===== src/rtl/const_tie_array.sv =====
// Programmable constant-tie array: NUM_CH registered static controls plus one/zero rails.
// Latency: load sampled on edge k -> const_out updates on edge k+1; shift_out/bit_cnt update every shift edge.
// Backpressure: none; inputs are sampled every cycle and ignored while committing or locked.
//
// Ports:
//   clk, resetn             block clock, asynchronous active-low reset
//   shift_en, shift_data    serial programming of the shadow register, MSB-first
//   load                    commit request (single-cycle pulse)
//   lock                    sticky request to freeze the configuration (only when LOCK_EN=1)
//   const_out               programmable constants, change only on commit or reset
//   one, zero               constant rails
//   shift_out               bit shifted out of the shadow MSB, for daisy-chaining
//   bit_cnt                 bits shifted since last load, saturates at NUM_CH
//   load_err                sticky: most recent load had the wrong bit count
//   locked                  configuration frozen until reset
module const_tie_array #(
   parameter int                NUM_CH      = 8,
   parameter logic [NUM_CH-1:0] DEFAULT_VAL = '0,
   parameter bit                LOCK_EN     = 1'b1,
   parameter int                CNT_W       = $clog2(NUM_CH + 1)
) (
   input  logic              clk,
   input  logic              resetn,
   input  logic              shift_en,
   input  logic              shift_data,
   input  logic              load,
   input  logic              lock,
   output logic [NUM_CH-1:0] const_out,
   output logic              one,
   output logic              zero,
   output logic              shift_out,
   output logic [CNT_W-1:0]  bit_cnt,
   output logic              load_err,
   output logic              locked
);

   localparam logic [CNT_W-1:0] FULL_CNT = CNT_W'(NUM_CH);

   typedef enum logic [1:0] {
      IDLE   = 2'd0,
      SHIFT  = 2'd1,
      COMMIT = 2'd2,
      LOCKED = 2'd3
   } state_t;

   state_t state, state_nxt;

   logic [NUM_CH-1:0] shadow, shadow_nxt;
   logic [NUM_CH-1:0] active, active_nxt;
   logic              shift_out_nxt;
   logic [CNT_W-1:0]  bit_cnt_nxt;
   logic              load_err_nxt;
   logic              locked_nxt;

   logic lock_req;
   logic cnt_full;

   // With LOCK_EN=0 the lock input is simply never seen.
   assign lock_req = LOCK_EN && lock;
   assign cnt_full = (bit_cnt == FULL_CNT);

   // ---------------------------------------------------------------
   // State register
   // ---------------------------------------------------------------
   always_ff @(posedge clk or negedge resetn) begin
      if (!resetn) begin
         state <= IDLE;
      end else begin
         state <= state_nxt;
      end
   end

   // ---------------------------------------------------------------
   // Next-state logic: load beats lock, lock beats shift
   // ---------------------------------------------------------------
   always_comb begin
      state_nxt = state;
      case (state)
         IDLE, SHIFT: begin
            if (load) begin
               state_nxt = cnt_full ? COMMIT : IDLE;
            end else if (lock_req) begin
               state_nxt = LOCKED;
            end else if (shift_en) begin
               state_nxt = SHIFT;
            end
         end
         COMMIT:  state_nxt = IDLE;
         LOCKED:  state_nxt = LOCKED;
         default: state_nxt = IDLE;
      endcase
   end

   // ---------------------------------------------------------------
   // Datapath / output next-values
   // ---------------------------------------------------------------
   always_comb begin
      shadow_nxt    = shadow;
      active_nxt    = active;
      shift_out_nxt = shift_out;
      bit_cnt_nxt   = bit_cnt;
      load_err_nxt  = load_err;
      locked_nxt    = locked;
      case (state)
         IDLE, SHIFT: begin
            if (load) begin
               bit_cnt_nxt = '0;
               if (cnt_full) begin
                  load_err_nxt = 1'b0;
               end else begin
                  // Short load: throw away the partial pattern so the next
                  // shift sequence starts from what is actually driving out.
                  load_err_nxt = 1'b1;
                  shadow_nxt   = active;
               end
            end else if (lock_req) begin
               locked_nxt  = 1'b1;
               shadow_nxt  = active;
               bit_cnt_nxt = '0;
            end else if (shift_en) begin
               shadow_nxt    = {shadow[NUM_CH-2:0], shift_data};
               shift_out_nxt = shadow[NUM_CH-1];
               if (!cnt_full) begin
                  bit_cnt_nxt = bit_cnt + 1'b1;
               end
            end
         end
         COMMIT: begin
            active_nxt = shadow;
         end
         default: ;
      endcase
   end

   // ---------------------------------------------------------------
   // Datapath registers
   // ---------------------------------------------------------------
   always_ff @(posedge clk or negedge resetn) begin
      if (!resetn) begin
         shadow    <= DEFAULT_VAL;
         active    <= DEFAULT_VAL;
         shift_out <= 1'b0;
         bit_cnt   <= '0;
         load_err  <= 1'b0;
         locked    <= 1'b0;
      end else begin
         shadow    <= shadow_nxt;
         active    <= active_nxt;
         shift_out <= shift_out_nxt;
         bit_cnt   <= bit_cnt_nxt;
         load_err  <= load_err_nxt;
         locked    <= locked_nxt;
      end
   end

   // Rails are real flops so they look like every other static control
   // to downstream I/O cells; their value never changes outside reset.
   always_ff @(posedge clk or negedge resetn) begin
      if (!resetn) begin
         one  <= 1'b1;
         zero <= 1'b0;
      end else begin
         one  <= 1'b1;
         zero <= 1'b0;
      end
   end

   assign const_out = active;

endmodule

===== config.mk =====
export PLATFORM = sky130hd
export DESIGN_NAME = const_tie_array
export DESIGN_NICKNAME = d
export VERILOG_FILES = /design/src/rtl/const_tie_array.sv
export SDC_FILE = /design/constraint.sdc
export NUM_CORES = 1
export LEC_CHECK = 0
export CORE_MARGIN = 4
export CORE_UTILIZATION = 45
export DETAILED_ROUTE_END_ITERATION = 6
export PLACE_DENSITY = 0.82
export SLEW_MARGIN = 10
export SYNTH_ARGS = -nofsm -noshare
export SYNTH_HDL_FRONTEND = slang
export SYNTH_SLANG_ARGS = --single-unit

===== constraint.sdc =====
create_clock -name clk -period 1.8 [get_ports clk]
set_input_delay 0.18 -clock clk [delete_from_list [all_inputs] [get_ports clk]]
set_output_delay 0.18 -clock clk [all_outputs]
set_load 0.01 [all_outputs]

-- Word-level counts from Yosys, hierarchy flattened
Cells that the tools add are included.
- $add $sub $neg: 1
- equal/unequal tests: 7
- mux-type cells: 14
- bitwise logic cells: 2
- reduce and logical (&&, ||, !) cells: 8
- operators with widths (cell ; count):
    $mux 8 ; 4
    $mux 4 ; 4
    $reduce_and 3->1 ; 3
    $mux 2 ; 4
    $pmux 2 s3 ; 1
    $add 4x1->4 const B ; 1
    $eq 2x2->1 const B ; 2
    $eq 4x4->1 const B ; 1
    $ne 4x4->1 const B ; 1
    $reduce_and 4->1 ; 1
    $ne 3x3->1 const B ; 1
    $reduce_bool 3->1 ; 1
    $eq 2x1->1 const B ; 1
    $logic_not 2->1 ; 1
    $ne 2x2->1 const B ; 1
    $not 1->1 ; 2
    $reduce_and 2->1 ; 1
    $reduce_or 2->1 ; 1
    $mux 1 ; 1
- flip-flop bits (word level): 25
- logic and storage cells: 39

-- Longest topological paths before layout
- depth in word-level cells: 5
- mapped depth: 6
- gate-level depth less buffers: 5

-- Worst setup path after synthesis
OpenSTA, ideal clock, no wires.
- kind: reg2reg
- start: register bit_cnt[0]
- end: register shadow[0]
- library setup time: 0.125 ns
- arrival: 1.772 ns
- slack: -0.096 ns
- stages on the path, launching flop included: 7
- path buffers: 1
- clock period less this slack: 1.896 ns
- cells stage by stage: dfrtp_1 -> inv_1 -> ha_1 -> and3b_1 -> buf_2 -> a211oi_4 -> mux2_2
- word-level cells in the longest chain between the ends: 3
- RTL lines (element ; line ; RTL):
    start, declared ; 32 ; output logic [CNT_W-1:0] bit_cnt,
    start signal, assigned ; 150 ; bit_cnt <= bit_cnt_nxt;
    $eq 4x4->1 ; 60 ; assign cnt_full = (bit_cnt == FULL_CNT);
    $ne 2x2->1 (no source line) ; - ;
    $reduce_and 3->1 (no source line) ; - ;
    end signal, assigned ; 147 ; shadow <= shadow_nxt;
    end, declared ; 48 ; logic [NUM_CH-1:0] shadow, shadow_nxt;
Every way passes these cells.
A chain may end at the register's enable or synchronous reset.

-- Final worst setup path
- start: register bit_cnt[0]
- end: register shadow[2]
The elaborated chain is that of the path after synthesis.

==> impl_metrics.ini <==
[synthesis]
synthArstFlopShare_pct = 100
yosys.area.top_type = dfrtp_1
syn_area_um2 = 1200
syn-num-nets = 106
postSynthAreaPerCell_um2 = 12.2
ys.warnings.count = 0
seq_area_frac_synth_pct = 52.3
synth_edf_count = 0
synth.distinct_cells = 25
synth-main-ff-cell = dfrtp_1
yosysTopAreaCellShare_pct = 52.3
synth-seq-cells = 25
synth_common_cells = 25 x dfrtp_1, 25 x mux2_2, 6 x inv_1
synth.area.top_cells = dfrtp_1 52%, mux2_2 24%, o211ai_1 2.5%
syn_inst = 98

[sta]
rsz0062_at_grt = false
clock_skew_ns = 0.00905
finalCritPeriodShare_pct = 94.6
worst_slack_ns = 0.0973
fmaxAchievable_ghz = 0.587
slew_violations = 0
hold_viol = 0
setup_viol = 0
period_minus_slack_ns = 1.70

[placement]
pre_cts_slack_ns = 0.0150
post-dp-hpwl_mm = 1.69
gp_congestion = 0.891
io_buffers = 20
placedCellCount = 152

[run_status]
status = finished clean

[detailed_routing]
postRouteAntennaNets = 0
post_drt_wl_per_cell_um = 14.4
finalWirelength_mm = 2.27
firstDrtPassIters = 4
drcViolationCount = 0
drt_iter0_drc = 42
via_count = 833
vias_per_cell = 5.27

[clocking]
post_cts_buffers = 0
cts-resized-gates = 0
ctsRootBufferMaster = clkbuf_4
cts_tree = done
cts_hold_buf = 0
cts_buffers = 3
clk_latency_ns = 0.32
clkSinkCount = 25
clkTransAtPathRegs_ns = 0.15
h-tree-depth = 1
cts.path.max_buffers = 2

[grt]
grt_pass1_vias = 848
antenna_found_initial = 0
grt_pass1_wl_mm = 3.79
grt_overflow = 0
grt_use_total_pct = 14.0
grt_max_degree = 26

[finish]
utilization_pct = 61.3
n_antenna_cell = 0
final_cell_count_no_fill = 158
multi_input_area_um2 = 517
area_growth_pct = 28.0
drive_above_1_share_pct = 37.5
regArea_um2 = 627
fin_nets = 137
fillers = 200

[pwr]
total_power_mw = 1.88
ir_drop_v = 0.000824
cellLeakagePower_nw = 0.696
power_density_nw_per_um2 = 1230

[critical_path]
reg2reg_setup_slack_ns = 0.1
end_kind = flip-flop
path_max_fanout = 8
rr_endpoint = shadow[2]
crit_type = reg2reg
path_buf_inv = 2
critPathRequiredTime_ns = 2.02
slowest_stage = dfrtp_2
cp.arrival_ns = 1.92
crit-reg2reg-launch = bit_cnt[0]
crit_chain = inv_2 -> ha_2 -> and3b_1 -> a211oi_4 -> buf_4 -> mux2_2
crit_path_start_kind = flip-flop
critPathTopFamily = flip-flops
max_stage_delay_ns = 0.42
worst_r2r_path_depth = 6

[die]
initial_utilization_pct = 47.8
die_w_um = 59.6
pin_count = 23
die_area_um2 = 3550
core.rowCount = 18
dieHeight_um = 59.6
core_um2 = 2500

[hold_path]
min_path_type = in2async

[run]
cap_violations = 0
-- stage by stage --
step	setup TNS, ns	hold WS [ns]	instance area (µm²)
4_1_cts	0	0.195	1520
5_1_grt	0	0.193	1530
2_1_floorplan	-0.236	-0.116	1210
6_report	0	0.188	1530
3_5_place_dp	0	0.458	1490
3_3_place_gp	0	0.461	1490
-- kinds of logic (layout without fill, tap and decap cells) --
family / after synthesis / count (layout) / share of synthesized area (%)
muxes: 25 / 25 / 23.5
DFF: 25 / 25 / 52.3
and+or+nand+nor: 16 / 16 / 7.22
AOI/OAI and AO/OA: 15 / 15 / 9.21
buffers and inverters: 13 / 43 / 5.02
adders and majority gates: 2 / 2 / 2.09
other: 2 / 2 / 0.628
-- where the power goes --
part           internal (mW)  total (mW)  switching, mW
Combinational          0.466       0.764          0.298
Sequential             0.725       0.858          0.133
Clock                 0.0850       0.261          0.176
-- layout make-up --
type / instances / area share (%)
flip-flops and latches: 25 / 40.9
repair buffers: 33 / 19.4
clock buffers: 3 / 1.47
well taps: 30 / 2.45
clock inverters: 1 / 0.490
inverters: 6 / 1.47
multi-input cells: 60 / 33.7
-- placed cells by master (no fill, tap or decap), drive strengths merged --
cell type,instances
and3b,1
o21a,1
clkbuf,3
nor2,3
a21oi,3
nand2b,1
a211oi,2
dfrtp,25
clkinvlp,1
nand2,4
conb,2
o21ai,3
nand3b,1
o22ai,1
nor3,2
mux2,25
ha,2
inv,6
clkdlybuf4s50,20
nand4,4
o211ai,4
buf,13
a31o,1
-- how the worst max path moves through the flow --
stage	start	to	slack [ns]	cells after the start
6_report	bit_cnt[0]	shadow[2]	0.1	6
5_1_grt	bit_cnt[0]	shadow[2]	0.007	6
4_1_cts	bit_cnt[0]	shadow[2]	0.06	6
3_5_place_dp	lock	shadow[1]	0.02	5
3_3_place_gp	lock	shadow[2]	0.06	5
2_1_floorplan	bit_cnt[1]	shadow[0]	-0.03	6
-- sequential cells by signal, indices dropped and copies added (netlist names), named ones only --
signal / cells
const_out: 8
load_err: 1
locked: 1
shadow: 8
bit_cnt: 4
shift_out: 1
state: 1
-- metal layers --
metal	global-route usage, %	wire [µm]	vias up	share of wire (%)
li1	-	-	400	-
met1	18.3	1010	406	45
met2	22.3	1070	23	47
met3	3.27	166	4	7.3
met4	5.70	21	0	0.92
met5	0	0	-	0
Note: power is estimated with default switching activity, not from simulation.
